===== src/rtl/branch_predictor_btb.sv =====
// Bimodal / gshare branch predictor: a table of 2-bit saturating counters with a
// combinational lookup, a branch-target adder and resolution statistics.
module branch_predictor_btb #(
    parameter int ENTRIES = 16,
    parameter int MODE    = 0,
    parameter int HIST_W  = 4,
    localparam int IDX_W  = $clog2(ENTRIES)
) (
    input  logic             clk_i,
    input  logic             rstn_i,
    input  logic             lookup_is_branch_i,
    input  logic [31:0]      lookup_pc_i,
    input  logic [31:0]      lookup_offset_i,
    output logic             predict_o,
    output logic [31:0]      predict_target_o,
    output logic [IDX_W-1:0] predict_idx_o,
    input  logic             update_valid_i,
    input  logic [IDX_W-1:0] update_idx_i,
    input  logic             update_taken_i,
    input  logic             update_pred_i,
    input  logic             flush_i,
    input  logic             clr_stats_i,
    output logic [31:0]      branch_cnt_o,
    output logic [31:0]      mispredict_cnt_o
);

    logic [1:0]        ctr_r [ENTRIES];
    logic [HIST_W-1:0] ghr_r;
    logic [HIST_W-1:0] ghr_shift_s;
    logic [IDX_W-1:0]  pc_idx_s;
    logic [IDX_W-1:0]  hist_idx_s;
    logic [IDX_W-1:0]  lookup_idx_s;
    logic [31:0]       branch_cnt_r;
    logic [31:0]       mispredict_cnt_r;

    function automatic logic [1:0] sat_next(input logic [1:0] ctr, input logic taken);
        logic [1:0] res;
        if (taken) begin
            res = (ctr == 2'b11) ? 2'b11 : ctr + 2'b01;
        end else begin
            res = (ctr == 2'b00) ? 2'b00 : ctr - 2'b01;
        end
        return res;
    endfunction

    assign pc_idx_s   = lookup_pc_i[IDX_W+1:2];
    assign hist_idx_s = IDX_W'(ghr_r);

    // Index selection: PC bits alone, or PC bits folded with global history.
    always_comb begin
        lookup_idx_s = pc_idx_s;
        if (MODE == 1) begin
            lookup_idx_s = pc_idx_s ^ hist_idx_s;
        end else begin
            lookup_idx_s = pc_idx_s;
        end
    end

    // A 1-bit history has no older bits to keep, so it simply takes the outcome.
    generate
        if (HIST_W == 1) begin : g_hist1
            assign ghr_shift_s = update_taken_i;
        end else begin : g_histn
            assign ghr_shift_s = {ghr_r[HIST_W-2:0], update_taken_i};
        end
    endgenerate

    // Reads come straight from the table, so a same-cycle update is never visible here.
    assign predict_o        = lookup_is_branch_i & ctr_r[lookup_idx_s][1];
    assign predict_target_o = lookup_pc_i + lookup_offset_i;
    assign predict_idx_o    = lookup_idx_s;
    assign branch_cnt_o     = branch_cnt_r;
    assign mispredict_cnt_o = mispredict_cnt_r;

    // Counter table: weakly-not-taken after reset or flush, saturating training otherwise.
    always_ff @(posedge clk_i or negedge rstn_i) begin
        if (!rstn_i) begin
            for (int i = 0; i < ENTRIES; i++) begin
                ctr_r[i] <= 2'b01;
            end
        end else if (flush_i) begin
            for (int i = 0; i < ENTRIES; i++) begin
                ctr_r[i] <= 2'b01;
            end
        end else if (update_valid_i) begin
            ctr_r[update_idx_i] <= sat_next(ctr_r[update_idx_i], update_taken_i);
        end
    end

    // Global history register, shifted on every resolved branch in either mode.
    always_ff @(posedge clk_i or negedge rstn_i) begin
        if (!rstn_i) begin
            ghr_r <= {HIST_W{1'b0}};
        end else if (flush_i) begin
            ghr_r <= {HIST_W{1'b0}};
        end else if (update_valid_i) begin
            ghr_r <= ghr_shift_s;
        end else begin
            ghr_r <= ghr_r;
        end
    end

    // Statistics keep counting through a flush; only reset or clear zeroes them.
    always_ff @(posedge clk_i or negedge rstn_i) begin
        if (!rstn_i) begin
            branch_cnt_r     <= 32'd0;
            mispredict_cnt_r <= 32'd0;
        end else if (clr_stats_i) begin
            branch_cnt_r     <= 32'd0;
            mispredict_cnt_r <= 32'd0;
        end else if (update_valid_i) begin
            branch_cnt_r <= branch_cnt_r + 32'd1;
            if (update_pred_i != update_taken_i) begin
                mispredict_cnt_r <= mispredict_cnt_r + 32'd1;
            end else begin
                mispredict_cnt_r <= mispredict_cnt_r;
            end
        end else begin
            branch_cnt_r     <= branch_cnt_r;
            mispredict_cnt_r <= mispredict_cnt_r;
        end
    end

endmodule


===== config.mk =====
export PLATFORM = sky130hd
export DESIGN_NAME = branch_predictor_btb
export DESIGN_NICKNAME = d
export VERILOG_FILES = /design/src/rtl/branch_predictor_btb.sv
export SDC_FILE = /design/constraint.sdc
export NUM_CORES = 1
export LEC_CHECK = 0
export ABC_AREA = 1
export BUFFER_PORTS_ARGS = -buffer_cell sky130_fd_sc_hd__buf_4
export CAP_MARGIN = 5
export CORE_MARGIN = 1
export CORE_UTILIZATION = 50
export CTS_BUF_LIST = sky130_fd_sc_hd__clkbuf_8 sky130_fd_sc_hd__clkbuf_16
export CTS_CLUSTER_DIAMETER = 50
export DETAILED_ROUTE_END_ITERATION = 16
export PLACE_DENSITY = 0.75
export SYNTH_ARGS = -nofsm -noshare
export SYNTH_HDL_FRONTEND = slang
export SYNTH_SLANG_ARGS = --single-unit

===== constraint.sdc =====
create_clock -name clk_i -period 2.35 [get_ports clk_i]
set_input_delay 0.235 -clock clk_i [delete_from_list [all_inputs] [get_ports clk_i]]
set_output_delay 0.235 -clock clk_i [all_outputs]
set_load 0.01 [all_outputs]

==> impl_metrics.csv, run 1 <==
group,metric,value,unit
status,status,"finished, final reports clean",
power_and_ir_drop,p_leak,4.77,nW
die,io_pins,177,
finish,nFillCells,1507,
logic_synthesis,synth_edf_count,0,
finish,multi_input_area,4900,sq um
finish,nNetsFinal,1536,
logic_synthesis,synth_fp_nets,1363,
clock_network,clk_latency,360,ps
drt,postRouteAntennaNets,0,
finish,drive_gt1_share,16.8,%
clock_network,cts_buffer_depth,2,
finish,fin_util,64.1,%
logic_synthesis,async_flop_share,100,%
setup_path,start_kind,"primary input",
sta,max_freq,453,MHz
drt,viasPerCell,5.54,
sta,post-route-period-util,93.9,%
drt,drtIter0Drc,821,
die,initial_core_util,51.7,%
logic_synthesis,synth_top_family_by_area,"simple AND/OR/NAND/NOR gates",
die,die_area,16400,sq um
logic_synthesis,synth_mux_area_share,0,%
finish,diodes,0,
setup_path,cp_max_fo,3,
min_path,hold_path_class,"in -> reg",
logic_synthesis,synth_fa_ha_area_share,5.46,%
finish,syn2layout_area_growth,23.8,%
clock_network,cts_sinks,96,
logic_synthesis,synthCells,1253,
power_and_ir_drop,power,0.00457,W
drt,routedWlPerCell,15.5,um
place,dp_hpwl,20000,um
setup_path,crit_arrival,1970,ps
logic_synthesis,ys_seq_elements,96,
sta,setup_viol,0,
setup_path,reg2reg_depth,9,
logic_synthesis,synth-xor-area-share,2.43,%
die,core-area,15300,sq um
logic_synthesis,synth_area_per_cell,6.32,sq um
setup_path,rrSetupSlack,440,ps
logic_synthesis,synthSimpleGateAreaFrac,40.9,%
grt,grt_max_degree,49,
power_and_ir_drop,cellPowerDensity,466,nW/um^2
logic_synthesis,synth_compound_area_share,12.8,%
setup_path,crit_required,2120,ps
sta,relSlewSlack,60.4,%
setup_path,rr_startpoint,"branch_cnt_o[1]",
clock_network,cts.clk_slew.worst_paths,60,ps
setup_path,cp-end-kind,"output port",
setup_path,crit_path_frequent_cell,"nand2_1",
drt,wl,25500,um
min_path,min_from,"clr_stats_i",
grt,grt_use_total,31.6,%
sta,worst_pin_slew,594,ps
clock_network,htreeDepth,3,
power_and_ir_drop,ir_worst_vdd,367,uV
sta,finalSetupTns,0,ps
clock_network,cts_tree,"done",
grt,grt_antenna_before_repair,0,
setup_path,max_stage_delay,370,ps
die,row_count,45,
setup_path,critPathSlowestCell,"fa_2",
grt,grt_pass1_wl,41200,um
logic_synthesis,yosys_warnings,0,
grt,overflow,0,
place,place.port_buffers,176,
sta,layout_min_cycle_time,2210,ps
grt,grt_pass1_vias,8347,
setup_path,crit_chain,"buf_4, ha_1, fa_2, nand2_1, nand3_1, nand3_1, nand2_1, nand3_1, nand2_1, nand3_1, nand2_1, nand2_1, nand2_1, buf_4",
min_path,hold-path-endpoint,"branch_cnt_o[2]",
sta,drv_slew,0,
setup_path,worstSetupPathType,"in -> out",
setup_path,reg2reg_to,"branch_cnt_o[16]",
min_path,whs_path_depth,2,
sta,rsz0062_at_grt,"false",
sta,finClkSkew,10.5,ps
logic_synthesis,yosysSeqAreaShare,30.6,%
clock_network,cts-buffers-inserted,9,
drt,remaining_drc_errors,0,
logic_synthesis,yosys.area.top_type,"dfrtp_1",
logic_synthesis,ys_types,45,
drt,vias,9092,
drt,firstDrtPassIters,5,
clock_network,ctsRootBufferMaster,"clkbuf_16",
logic_synthesis,synthTopCellsByCount,"nand2_1, nor2_1, inv_1",
die,die_x,128,um
job,maxCapViolCount,0,
place,place_congestion,0.979,
sta,timing_hold_violations_final,0,
logic_synthesis,synth_top_area_share,25.3,%
die,die_h,128,um
finish,register_area,2420,sq um
logic_synthesis,yosysMostFrequentCell,"nand2_1",
logic_synthesis,netlist_area,7920,sq um
clock_network,cts_setup_buffers,0,
logic_synthesis,synth_ff_type,"dfrtp_1",
logic_synthesis,synth_area_leaders,"dfrtp_1, nand2_1, nor2_1, nand3_1, inv_1",
-- sequential cells by signal, indices dropped and copies added (netlist names) --
register / cells
branch_cnt_o: 32
ctr_r: 32
mispredict_cnt_o: 32
-- worst max-delay path by stage --
stage                     from              endpoint  slack, ps
6_report        lookup_pc_i[0]  predict_target_o[30]        140
5_1_grt         lookup_pc_i[2]  predict_target_o[20]         10
4_1_cts         lookup_pc_i[0]  predict_target_o[26]         90
3_5_place_dp    lookup_pc_i[0]  predict_target_o[26]         90
3_3_place_gp   lookup_pc_i[17]  predict_target_o[26]        160
2_1_floorplan   lookup_pc_i[0]  predict_target_o[26]        460
-- stage by stage --
step                hold WS [ps]  worst slack (ps)  area [sq um]  cells
finish                       202               144          9810   1642
CTS                          199              87.6          9800   1642
global route                 210              9.60          9810   1642
floorplan                  -60.6               457          7920   1253
detailed placement           282              90.2          9460   1625
global placement             281               158          9460   1625
-- worst max-delay path, delay by kind of cell --
kind | cells | cell delay, ps
adders and majority gates | 2 | 620
and+or+nand+nor | 10 | 870
buffers and inverters | 2 | 240
-- cell usage in the layout (no fill, tap or decap), drive strengths merged, types with 2 or more instances in the layout --
cell type	instances
ha	33
and2	2
dfrtp	80
nand3	105
clkbuf	10
o211ai	5
or2	2
nand4	35
o21a	8
nand2	386
o21ai	70
a21o	3
dfstp	16
nand3b	3
nor2	168
xor2	18
xnor2	4
o21bai	3
and3	2
bufinv	2
nor3	54
buf	190
nor4	7
a21oi	88
inv	125
a31oi	2
-- report_power, final --
group | leakage (nW) | internal [W] | total [W] | switching [W]
sequential | 1.28 | 0.00169 | 0.00172 | 0.0000208
clock | 0.162 | 0.000958 | 0.00161 | 0.000654
combinational | 3.32 | 0.000490 | 0.00125 | 0.000755
total | 4.77 | 0.00314 | 0.00457 | 0.00143
-- metal layers --
layer / wire length (um) / global-route usage [%]
met1: 11400 / 42.9
met2: 11600 / 51.9
met3: 1970 / 5.51
met4: 490 / 8.79
met5: 0 / 0
-- area by class of cell --
class / count / share of cell area (%)
Sequential cell: 96 / 24.7
Timing Repair Buffer: 191 / 14.8
Multi-Input combinational cell: 1006 / 49.9
Tap cell: 211 / 2.69
Clock buffer: 10 / 2.44
Clock inverter: 6 / 0.854
Inverter: 122 / 4.67
-- logic make-up after synthesis --
| logic type | count (synthesis) |
|---|---|
| DFF | 96 |
| xor gates and xnor gates | 22 |
| adders and majority gates | 34 |
| and+or+nand+nor | 764 |
| AOI/OAI and AO/OA | 186 |
| buffers and inverters | 151 |
-- timing repair --
action                                  4_1_cts  5_1_grt
resized for setup                             0        8
hold endpoints to repair                     30        0
endpoints found under the setup margin        0        7
hold buffers                                  1        0
Power figures use the tool's default switching activity.
==> inputs of run 2 (changes only) <==
- CORE_UTILIZATION: 50 -> 56
- PLACE_DENSITY: 0.75 -> 0.82
==> impl_metrics.csv, run 2 (synthesized netlist as in run 1, its figures left out) <==
group,metric,value,unit
grt,grt_max_degree,49,
clock_network,clk_latency,370,ps
die,core-area,13800,sq um
setup_path,rr_startpoint,"branch_cnt_o[1]",
setup_path,reg2reg_to,"branch_cnt_o[16]",
sta,timing_hold_violations_final,0,
place,place_congestion,0.948,
finish,diodes,0,
drt,drtIter0Drc,899,
setup_path,start_kind,"primary input",
setup_path,crit_arrival,1970,ps
die,die_area,14600,sq um
clock_network,cts-buffers-inserted,9,
finish,fin_util,70.8,%
drt,wl,25500,um
clock_network,cts_sinks,96,
clock_network,cts.clk_slew.worst_paths,70,ps
die,die_h,121,um
grt,grt_pass1_wl,40500,um
drt,viasPerCell,5.77,
grt,grt_antenna_before_repair,0,
drt,routedWlPerCell,15.8,um
finish,syn2layout_area_growth,23.6,%
job,maxCapViolCount,0,
clock_network,ctsRootBufferMaster,"clkbuf_16",
clock_network,cts_setup_buffers,0,
status,status,"finished, final reports clean",
setup_path,cp-end-kind,"output port",
min_path,min_from,"clr_stats_i",
finish,mostFrequentLayoutCells,"nand2_1, buf_4, nor2_1",
sta,worst_pin_slew,578,ps
finish,drive_gt1_share,17.0,%
finish,layout_commonest_cell,"nand2_1",
sta,relSlewSlack,61.5,%
finish,fin_cells,1612,
power_and_ir_drop,cellPowerDensity,470,nW/um^2
sta,post-route-period-util,93.7,%
drt,firstDrtPassIters,6,
drt,postRouteAntennaNets,0,
power_and_ir_drop,ir_worst_vdd,503,uV
clock_network,cts_buffer_depth,2,
setup_path,rrSetupSlack,450,ps
place,place.port_buffers,176,
die,initial_core_util,57.3,%
grt,overflow,0,
die,die_x,121,um
sta,max_freq,454,MHz
setup_path,crit_required,2120,ps
die,row_count,43,
place,placed_cell_area,9430,sq um
setup_path,worstSetupPathType,"in -> out",
drt,remaining_drc_errors,0,
clock_network,cts_tree,"done",
finish,design_area,9790,sq um
sta,drv_slew,0,
sta,rsz0062_at_grt,"false",
power_and_ir_drop,p_leak,4.77,nW
min_path,hold_path_class,"in -> reg",
sta,finClkSkew,12.3,ps
sta,finalSetupTns,0,ps
setup_path,cp_max_fo,5,
place,dp.cells,1595,
grt,grt_pass1_vias,8506,
finish,nNetsFinal,1537,
min_path,whs_path_depth,2,
sta,layout_min_cycle_time,2200,ps
setup_path,reg2reg_depth,9,
grt,grt_use_total,35.0,%
min_path,hold-path-endpoint,"branch_cnt_o[8]",
sta,setup_viol,0,
place,dp_hpwl,19500,um
clock_network,htreeDepth,3,
drt,vias,9302,
die,io_pins,177,
-- run 2: through the flow --
step / power (W) / hold WS (ps) / worst slack, ps
floorplan: 0.00243 / -60.6 / 457
global placement: 0.00295 / 272 / 39.9
detailed placement: 0.00295 / 273 / 28.7
CTS: 0.00459 / 186 / 23.4
global route: 0.00478 / 189 / 2.65
finish: 0.00460 / 191 / 147
-- run 2: worst max path at each step --
| stage | from | end | cells past startpoint |
|---|---|---|---|
| final | lookup_pc_i[24] | predict_target_o[30] | 11 |
| after global routing | lookup_pc_i[14] | predict_target_o[25] | 12 |
| after floorplan | lookup_pc_i[0] | predict_target_o[26] | 11 |
| after CTS | lookup_pc_i[0] | predict_target_o[24] | 11 |
| after detailed placement | lookup_pc_i[0] | predict_target_o[24] | 11 |
| after global placement | lookup_pc_i[0] | predict_target_o[24] | 11 |
-- run 2: critical path: stages --
cell,delay [ps]
buf_4,110
ha_1,390
nand2_1,130
nor2_1,200
inv_1,90
nor4_1,350
a21oi_1,160
nand2_1,100
nand2_1,50
nand2_1,50
buf_4,110
-- run 2: what timing repair did --
item	CTS	global route
setup endpoints to repair	0	6
endpoints found under the hold margin	41	0
hold buffers	1	0
gates resized for setup	0	7
-- run 2: layer usage --
| layer | part of all wire (%) | GRT usage [%] | wire length (um) |
|---|---|---|---|
| met2 | 46 | 56.7 | 11600 |
| met3 | 10 | 7.75 | 2640 |
| met5 | 0 | 0 | 0 |
| met1 | 42 | 46.2 | 10600 |
| met4 | 2.4 | 11.7 | 619 |
-- run 2: layout make-up --
type	instances	area, sq um
Clock buffer	9	225
Clock inverter	7	108
Fill cell	1232	4040
Inverter	122	458
Multi-Input combinational cell	1006	4900
Sequential cell	96	2420
Tap cell	180	225
Timing Repair Buffer	192	1460
-- run 2: power breakdown --
part / switching [W] / internal, W
logic: 0.000742 / 0.000489
clock network: 0.000715 / 0.000943
registers: 0.0000204 / 0.00169
==> inputs of run 3 (changes only) <==
- CORE_ASPECT_RATIO: default -> 0.5
- PLACE_DENSITY: 0.82 -> 0.81
==> impl_metrics.csv, run 3 (synthesized netlist as in run 1, its figures left out) <==
group,metric,value,unit
place,placed_cell_area,9440,sq um
status,status,"finished, final reports clean",
grt,grt_use_total,35.2,%
place,place.port_buffers,176,
clock_network,cts_setup_buffers,0,
place,dp.cells,1606,
job,maxCapViolCount,0,
sta,layout_min_cycle_time,2210,ps
sta,worst_pin_slew,660,ps
finish,layout_commonest_cell,"nand2_1",
sta,max_freq,452,MHz
finish,design_area,9820,sq um
finish,fin_cells,1623,
die,die_x,170,um
sta,setup_slack,137,ps
clock_network,cts-buffers-inserted,9,
power_and_ir_drop,ir_worst_vdd,591,uV
setup_path,start_kind,"primary input",
sta,finalSetupTns,0,ps
sta,relSlewSlack,56.0,%
drt,postRouteAntennaNets,0,
drt,drtIter0Drc,1058,
power_and_ir_drop,cellPowerDensity,467,nW/um^2
clock_network,cts_tree,"done",
drt,routedWlPerCell,15.8,um
die,core-area,13700,sq um
power_and_ir_drop,p_leak,4.77,nW
die,io_pins,177,
clock_network,clk_latency,340,ps
drt,firstDrtPassIters,6,
clock_network,cts.clk_slew.worst_paths,70,ps
drt,wl,25700,um
die,die_area,14700,sq um
finish,nNetsFinal,1536,
finish,drive_gt1_share,17.2,%
grt,grt_antenna_before_repair,0,
place,dp_slack,96.0,ps
clock_network,cts_sinks,96,
clock_network,htreeDepth,3,
place,dp_hpwl,20000,um
grt,grt_pass1_vias,8679,
setup_path,cp-end-kind,"output port",
sta,finClkSkew,4.70,ps
grt,overflow,0,
clock_network,cts_buffer_depth,2,
setup_path,worstSetupPathType,"in -> out",
drt,vias,9239,
setup_path,crit_required,2120,ps
grt,grt_max_degree,50,
sta,setup_viol,0,
finish,mostFrequentLayoutCells,"nand2_1, buf_4, nor2_1",
place,place_congestion,1.03,
finish,diodes,0,
setup_path,cp_max_fo,6,
finish,syn2layout_area_growth,23.9,%
finish,fin_util,71.9,%
clock_network,ctsRootBufferMaster,"clkbuf_16",
sta,drv_slew,0,
drt,remaining_drc_errors,0,
min_path,hold_path_class,"in -> reg",
sta,post-route-period-util,94.2,%
grt,grt_pass1_wl,41100,um
die,die_h,86.1,um
drt,viasPerCell,5.69,
setup_path,crit_arrival,1980,ps
die,row_count,30,
die,initial_core_util,58.0,%
sta,timing_hold_violations_final,0,
[run 3: cell types whose count changed in the layout (fill, tap and decap cells not counted), sizes merged]
| cell | previous run | this run |
|---|---|---|
| clkbuf | 9 | 10 |
| inv | 122 | 124 |
| buf | 191 | 190 |
| clkinvlp | 3 | 1 |
| clkinv | 2 | 1 |
[run 3: worst paths after layout]
path,cells past startpoint,endpoint,from,slack (ps)
setup / recovery,15,predict_target_o[31],lookup_pc_i[4],140
hold / removal,2,branch_cnt_o[2],clr_stats_i,210
setup reg to reg,9,branch_cnt_o[16],branch_cnt_o[1],380
hold reg to reg,2,ctr_r[31],ctr_r[31],490
max in group asynchronous,3,ctr_r[8],rstn_i,1110
min in group asynchronous,2,mispredict_cnt_o[16],rstn_i,500
[run 3: area by class of cell]
class / instances / area (sq um)
tap: 192 / 240
sequential: 96 / 2420
fill: 1216 / 3840
timing repair buffer: 191 / 1450
inverter: 122 / 458
multi-input combinational: 1006 / 4920
clock buffer: 10 / 239
clock inverter: 6 / 90.1
[run 3: report_power, final]
part,internal (W),switching (W)
Combinational,0.000491,0.000753
Sequential,0.00169,0.0000207
Clock,0.000968,0.000660
Total,0.00315,0.00143
[run 3: routing by layer]
layer / global-route usage, % / share of wire (%)
met1: 46.1 / 42
met3: 5.95 / 9.0
met4: 11.4 / 2.4
met5: 0 / 0
met2: 59.8 / 46
[run 3: through the flow]
| step | total power [W] | hold slack [ps] |
|---|---|---|
| 6_report | 0.00459 | 206 |
| 5_1_grt | 0.00479 | 209 |
| 4_1_cts | 0.00458 | 218 |
| 3_5_place_dp | 0.00296 | 311 |
| 3_3_place_gp | 0.00294 | 306 |
| 2_1_floorplan | 0.00243 | -60.6 |
[run 3: timing repair]
item	in CTS	in global routing
hold buffers	1	0
endpoints found under the hold margin	39	0
endpoints found under the setup margin	0	9
resized for setup	0	12
[run 3: critical path: stages]
cell and delay, ps:
buf_4 140, ha_1 360, nand2_1 70, nand2_1 60
inv_1 60, nor2_1 130, nor2_1 60, nand2_1 140
nand3_1 90, nand2_1 160, nand2_1 90, nand2_1 70
nand2_1 50, nand2_1 120, buf_4 140
